### src/rtl/instruction_fetch.sv
`default_nettype none
// ============================================================================
// Module      : instruction_fetch
// Description : IF stage. Owns the PC, issues registered word reads to the
//               instruction memory and presents pc+4 / instruction / bubble
//               flag to the IF/ID register. Applies the IF-stage hazard
//               control and branch/jump redirects, and keeps one skid entry
//               so a response arriving while the stage is stalled is held
//               rather than dropped.
// Options     : IF_STALL_CNT_EN - when defined, stall_cnt counts registered
//               bubble cycles (saturating); otherwise stall_cnt is tied to 0.
// Revision    : 1.0 - initial release
// ============================================================================
module instruction_fetch #(
  parameter int ISA_WIDTH      = 32,
  parameter int PC_RESET       = 0,
  parameter int MEM_ADDR_WIDTH = 14,
  parameter int HAZD_CTL_WIDTH = 2
) (
  input  logic                      clk,
  input  logic                      rst_n,
  input  logic [HAZD_CTL_WIDTH-1:0] hazard_control,
  input  logic                      pc_offset,
  input  logic                      pc_overload,
  input  logic [ISA_WIDTH-1:0]      id_pc,
  input  logic [15:0]               pc_offset_imm,
  input  logic [ISA_WIDTH-1:0]      pc_overload_addr,
  output logic                      imem_req,
  output logic [MEM_ADDR_WIDTH-1:0] imem_addr,
  input  logic                      imem_ready,
  input  logic [ISA_WIDTH-1:0]      imem_rdata,
  output logic [ISA_WIDTH-1:0]      if_pc,
  output logic [ISA_WIDTH-1:0]      if_instruction,
  output logic                      if_no_op,
  output logic                      pc_misaligned,
  output logic [31:0]               stall_cnt
);

  // Hazard-control encoding for the IF stage. Any code other than NORMAL or
  // RETRY is treated as NO_OP (freeze plus bubble), the conservative choice.
  localparam logic [HAZD_CTL_WIDTH-1:0] c_HZ_NORMAL = HAZD_CTL_WIDTH'(0);
  localparam logic [HAZD_CTL_WIDTH-1:0] c_HZ_RETRY  = HAZD_CTL_WIDTH'(1);
  localparam logic [ISA_WIDTH-1:0]      c_PC_RESET  = ISA_WIDTH'(PC_RESET);

  // BOOT : first cycle after reset, no request yet.
  // REQ  : request outstanding at r_pc, waiting for imem_ready.
  // HOLD : skid holds a fetched word, no request outstanding.
  // FLUSH: request outstanding for a path that was redirected away from;
  //        its response is waited for and thrown away.
  typedef enum logic [1:0] {
    S_BOOT  = 2'd0,
    S_REQ   = 2'd1,
    S_HOLD  = 2'd2,
    S_FLUSH = 2'd3
  } state_t;

  state_t                    r_state;
  logic [ISA_WIDTH-1:0]      r_pc;
  logic                      r_imem_req;
  logic [MEM_ADDR_WIDTH-1:0] r_imem_addr;
  logic [ISA_WIDTH-1:0]      r_if_pc;
  logic [ISA_WIDTH-1:0]      r_if_instruction;
  logic                      r_if_no_op;
  logic                      r_pc_misaligned;
  logic                      r_skid_valid;
  logic [ISA_WIDTH-1:0]      r_skid_pc;
  logic [ISA_WIDTH-1:0]      r_skid_instr;

  logic                      w_redirect;
  logic [ISA_WIDTH-1:0]      w_imm_ext;
  logic [ISA_WIDTH-1:0]      w_branch_target;
  logic [ISA_WIDTH-1:0]      w_target;
  logic [ISA_WIDTH-1:0]      w_target_aligned;
  logic [ISA_WIDTH-1:0]      w_pc_plus4;
  logic                      w_outstanding;
  logic                      w_hz_normal;
  logic                      w_hz_retry;

  // Redirect target: a jump overrides a branch; branch immediates are words.
  always_comb begin
    w_redirect       = pc_offset | pc_overload;
    w_imm_ext        = {{(ISA_WIDTH-16){pc_offset_imm[15]}}, pc_offset_imm};
    w_branch_target  = id_pc + {w_imm_ext[ISA_WIDTH-3:0], 2'b00};
    w_target         = pc_overload ? pc_overload_addr : w_branch_target;
    w_target_aligned = {w_target[ISA_WIDTH-1:2], 2'b00};
    w_pc_plus4       = r_pc + ISA_WIDTH'(4);
    w_outstanding    = (r_state == S_REQ) || (r_state == S_FLUSH);
    w_hz_normal      = (hazard_control == c_HZ_NORMAL);
    w_hz_retry       = (hazard_control == c_HZ_RETRY);
  end

  // Fetch sequencer: redirect beats hazard control, which beats a response.
  always_ff @(posedge clk) begin
    if (!rst_n) begin
      r_state          <= S_BOOT;
      r_pc             <= c_PC_RESET;
      r_imem_req       <= 1'b0;
      r_imem_addr      <= '0;
      r_if_pc          <= '0;
      r_if_instruction <= '0;
      r_if_no_op       <= 1'b1;
      r_pc_misaligned  <= 1'b0;
      r_skid_valid     <= 1'b0;
      r_skid_pc        <= '0;
      r_skid_instr     <= '0;
    end else begin
      r_pc_misaligned <= 1'b0;
      if (w_redirect) begin
        // Any fetched or skidded word belongs to the abandoned path.
        r_pc            <= w_target_aligned;
        r_skid_valid    <= 1'b0;
        r_if_no_op      <= 1'b1;
        r_pc_misaligned <= |w_target[1:0];
        if (w_outstanding && !imem_ready) begin
          // Address stays put until the stale response drains.
          r_state <= S_FLUSH;
        end else begin
          r_state     <= S_REQ;
          r_imem_req  <= 1'b1;
          r_imem_addr <= w_target[MEM_ADDR_WIDTH+1:2];
        end
      end else begin
        case (r_state)
          S_BOOT: begin
            // Any imem_ready here belongs to a request abandoned by reset.
            r_state     <= S_REQ;
            r_imem_req  <= 1'b1;
            r_imem_addr <= r_pc[MEM_ADDR_WIDTH+1:2];
          end

          S_REQ: begin
            if (w_hz_normal) begin
              if (imem_ready) begin
                r_if_instruction <= imem_rdata;
                r_if_pc          <= w_pc_plus4;
                r_if_no_op       <= 1'b0;
                r_pc             <= w_pc_plus4;
                r_imem_addr      <= w_pc_plus4[MEM_ADDR_WIDTH+1:2];
              end else begin
                r_if_no_op <= 1'b1;
              end
            end else begin
              // Stalled: outputs frozen; a response is parked in the skid.
              if (!w_hz_retry) begin
                r_if_no_op <= 1'b1;
              end
              if (imem_ready) begin
                r_skid_valid <= 1'b1;
                r_skid_instr <= imem_rdata;
                r_skid_pc    <= w_pc_plus4;
                r_pc         <= w_pc_plus4;
                r_imem_req   <= 1'b0;
                r_state      <= S_HOLD;
              end
            end
          end

          S_HOLD: begin
            if (w_hz_normal) begin
              // Present the parked word, then resume fetching at r_pc.
              r_if_instruction <= r_skid_instr;
              r_if_pc          <= r_skid_pc;
              r_if_no_op       <= ~r_skid_valid;
              r_skid_valid     <= 1'b0;
              r_state          <= S_REQ;
              r_imem_req       <= 1'b1;
              r_imem_addr      <= r_pc[MEM_ADDR_WIDTH+1:2];
            end else if (!w_hz_retry) begin
              r_if_no_op <= 1'b1;
            end
          end

          S_FLUSH: begin
            if (!w_hz_retry) begin
              r_if_no_op <= 1'b1;
            end
            if (imem_ready) begin
              // Stale word dropped; request the redirected PC next cycle.
              r_state     <= S_REQ;
              r_imem_req  <= 1'b1;
              r_imem_addr <= r_pc[MEM_ADDR_WIDTH+1:2];
            end
          end

          default: begin
            r_state <= S_BOOT;
          end
        endcase
      end
    end
  end

`ifdef IF_STALL_CNT_EN
  logic [31:0] r_stall_cnt;

  // Count cycles in which the registered output is a bubble, saturating.
  always_ff @(posedge clk) begin
    if (!rst_n) begin
      r_stall_cnt <= '0;
    end else if (r_if_no_op && (r_stall_cnt != 32'hFFFF_FFFF)) begin
      r_stall_cnt <= r_stall_cnt + 32'd1;
    end
  end

  assign stall_cnt = r_stall_cnt;
`else
  assign stall_cnt = 32'd0;
`endif

  assign imem_req       = r_imem_req;
  assign imem_addr      = r_imem_addr;
  assign if_pc          = r_if_pc;
  assign if_instruction = r_if_instruction;
  assign if_no_op       = r_if_no_op;
  assign pc_misaligned  = r_pc_misaligned;

endmodule
`default_nettype wire
### config.mk
export PLATFORM = sky130hd
export DESIGN_NAME = instruction_fetch
export DESIGN_NICKNAME = d
export VERILOG_FILES = /design/src/rtl/instruction_fetch.sv
export SDC_FILE = /design/constraint.sdc
export NUM_CORES = 1
export LEC_CHECK = 0
export ABC_AREA = 1
export CORE_MARGIN = 5
export CORE_UTILIZATION = 35
export CTS_CLUSTER_SIZE = 20
export DETAILED_ROUTE_END_ITERATION = 8
export PLACE_DENSITY = 0.7
export SYNTH_ARGS = -nofsm -noshare
export SYNTH_HDL_FRONTEND = slang
export SYNTH_SLANG_ARGS = --single-unit
export TNS_END_PERCENT = 20
### constraint.sdc
create_clock -name clk -period 1.83 [get_ports clk]
set_clock_uncertainty 0.1 [all_clocks]
set_input_delay 0.183 -clock clk [delete_from_list [all_inputs] [get_ports clk]]
set_output_delay 0.183 -clock clk [all_outputs]
set_load 0.02 [all_outputs]
==> results_dict.tcl <==
set metrics [dict create \
    grt_usage 0.214 \
    dpl.hpwl_mm 28.6 \
    synth_top_cell_area_share 0.325 \
    p_clk_frac 0.315 \
    nNetsFinal 2226 \
    place_congestion 0.960 \
    ir_drop_uv 582 \
    finalPower_mw 11.1 \
    finalCritPeriodShare 1.05 \
    synth_area_leaders "dfxtp_1 (33%), nand2_1 (16%), o21ai_0 (7.6%)" \
    core_sq_um 30400 \
    antenna_found_initial 0 \
    critPathLaunchType "flip-flop" \
    design_area_sq_um 16700 \
    place_worst_setup_slack_ns -0.748 \
    initial_core_util 0.352 \
    final_common_cell "nand2_1" \
    die_h_um 185 \
    ys_types 44 \
    cts_buffer_depth 2 \
    dieArea_sq_um 34200 \
    wire_per_inst_um 16.1 \
    worst_slew_pin_slew_ns 0.589 \
    violations "setup timing" \
    syn2layout_area_growth_pct 56.1 \
    setup_viol 45 \
    drive_above_1_share 0.241 \
    wl_met1_mm 17.4 \
    top_layer "met4" \
    synth_edf_count 0 \
    io_pins 232 \
    htree_levels 4 \
    crit_fanout 6 \
    final_cells 2481 \
    numPortBuffers 197 \
    fin_crit_ns 1.92 \
    routed_wl_mm 40.0 \
    dr.pass1.iters 5 \
    status "finished, violations left" \
    p_switching_mw 3.70 \
    path_class "reg2reg" \
    swShare 0.332 \
    grt_pass1_vias 11500 \
    dp_cells 2406 \
    leakagePower_nw 7.78 \
    worstHoldPathType "in2reg" \
    combinationalPowerShare 0.308 \
    synth_seq_cells 174 \
    hold_depth 5 \
    ant_nets 0 \
    rsz0062_at_grt "yes" \
    critPathCaptureType "flip-flop" \
    power_density_nw_per_um2 666 \
    hold_viol 0 \
    synth_area_per_cell_sq_um 6.30 \
    hp-start "rst_n" \
    required_ns 2.05 \
    fin_ws_ns -0.0881 \
    cts_buffers 17 \
    reg2reg_slack_ns -0.09 \
    grt_overflow 0 \
    r2r_end "if_pc[15]" \
    p_seq_frac 0.376 \
    diodes 0 \
    synth_top_area_cell "dfxtp_1" \
    r2r-start "r_state[1]" \
    route.met2.wl_mm 18.7 \
    dr_wl_met3_mm 2.57 \
    synth-main-ff-cell "dfxtp_1" \
    cts_tree "done" \
    clock_latency_ns 0.44 \
    dr_total_vias 12400 \
    final-max-slew-violation-count 0 \
    grt_max_degree 138 \
    core.rowCount 64 \
    p_int_mw 7.42 \
    cp.arrival_ns 2.14 \
    yosys_warnings 0 \
    drv_cap 0 \
    drc 0 \
    clock-sinks 174 \
    placed_area_sq_um 14300 \
    fmaxAchievable_ghz 0.521 \
    grt_pass1_wl_mm 59.2 \
    clk_pin_slew_ns 0.07 \
    netlist_area_sq_um 10700 \
    layout_common_cells "nand2_1 (419), inv_1 (193), clkdlybuf4s50_1 (183), buf_4 (175), dfxtp_1 (160)" \
    cts-root-buf "clkbuf_16" \
    seq_area_frac_synth 0.325 \
    holdPathEnd "r_pc[18]" \
    vias_per_cell 5.00 \
    drtIter0Drc 702 \
    fp.dieW_um 185 \
    synth_cells 1698 \
    slew_headroom 0.607 \
    reg2reg_depth 13 \
    async_flop_share 0 \
]
==> state kept, by name (all words and copies together) (netlist names), 2 cells and up <==
register,flops
r_skid_pc,30
r_skid_instr,32
r_state,2
r_pc,30
if_pc,30
imem_addr,14
if_instruction,32
==> logic make-up (layout without fill, tap and decap cells) <==
kind of cell / after synthesis / in the layout / share of synthesized area
fa+ha+maj: 35 / 35 / 0.0416
other cells: 1 / 34 / 0.000350
xor+xnor: 19 / 19 / 0.0155
buf+inv: 318 / 672 / 0.129
flops: 174 / 174 / 0.325
compound gates: 384 / 384 / 0.193
simple gates: 767 / 767 / 0.295
==> per-stage QoR <==
step	TNS (ns)	hold slack, ns	util
2_1_floorplan	0	0.218	-
3_3_place_gp	-52.65	0.349	0.472
3_5_place_dp	-54.07	0.355	0.472
4_1_cts	-0.296	0.188	0.513
5_1_grt	-12.19	0.204	0.549
6_report	-0.924	0.195	0.549
==> synth_stat cells, types with 6 or more instances <==
library cell and n:
nand2_1 467, inv_1 203, dfxtp_1 174, nor2_1 174
o21ai_0 162, a21oi_1 132, nand3_1 65, clkbuf_1 44
a31oi_1 42, buf_4 38, ha_1 34, buf_2 18
xor2_1 17, nor3_1 15, nand4_1 13, o21ai_1 13
nand3b_1 10, o211ai_1 10, o21bai_1 9, nor2_2 7
inv_2 6
==> per-layer routing <==
layer / GRT usage / vias to the layer above
met2: 0.343 / 428
met5: 0 / -
met4: 0.0734 / 0
met1: 0.289 / 5731
met3: 0.0403 / 88
li1: - / 6170
==> power groups by stage <==
stage               registers (mW)  clock network, mW  logic, mW
floorplan                     4.36                  0       1.40
global placement              4.24                  0       2.88
detailed placement            4.24                  0       2.90
CTS                           4.17               3.55       3.11
global route                  4.21               3.72       3.71
finish                        4.19               3.50       3.43
==> critical path, stage by stage, from the launching register on <==
cell	delay, ns
dfxtp_2	0.33
inv_2	0.08
ha_4	0.19
inv_4	0.05
nor2_2	0.08
inv_2	0.05
nand3_4	0.08
nor2_4	0.05
buf_6	0.12
buf_12	0.14
buf_4	0.13
buf_4	0.13
o21ai_0	0.19
a21oi_1	0.07
==> how the worst max path moves through the flow <==
stage | from | to | slack [ns] | depth (start not counted)
final | r_state[1] | if_pc[15] | -0.09 | 13
after global placement | id_pc[12] | imem_addr[12] | -0.75 | 11
after CTS | r_state[1] | imem_addr[0] | -0.05 | 9
after floorplan | r_state[1] | if_pc[7] | 0.005 | 14
after detailed placement | id_pc[11] | imem_addr[12] | -0.75 | 10
after global routing | r_state[1] | if_pc[15] | -0.19 | 13
==> timing repair <==
item / CTS / global route
gates resized for setup: 131 / 208
pin swaps: 27 / 60
endpoints found under the setup margin: 147 / 168
setup buffers: 11 / 21
hold buffers: 0 / 0
cloned: 3 / 9
==> final cells by class <==
cell class                      instances  area [sq um]
Tap cell                              396           495
Fill cell                            2812         13700
Inverter                              211           815
Clock buffer                           20           457
Multi-Input combinational cell       1239          7070
Timing Repair Buffer                  429          4270
Sequential cell                       174          3510
Clock inverter                         12          98.8
(Power assumes the default switching activity.)
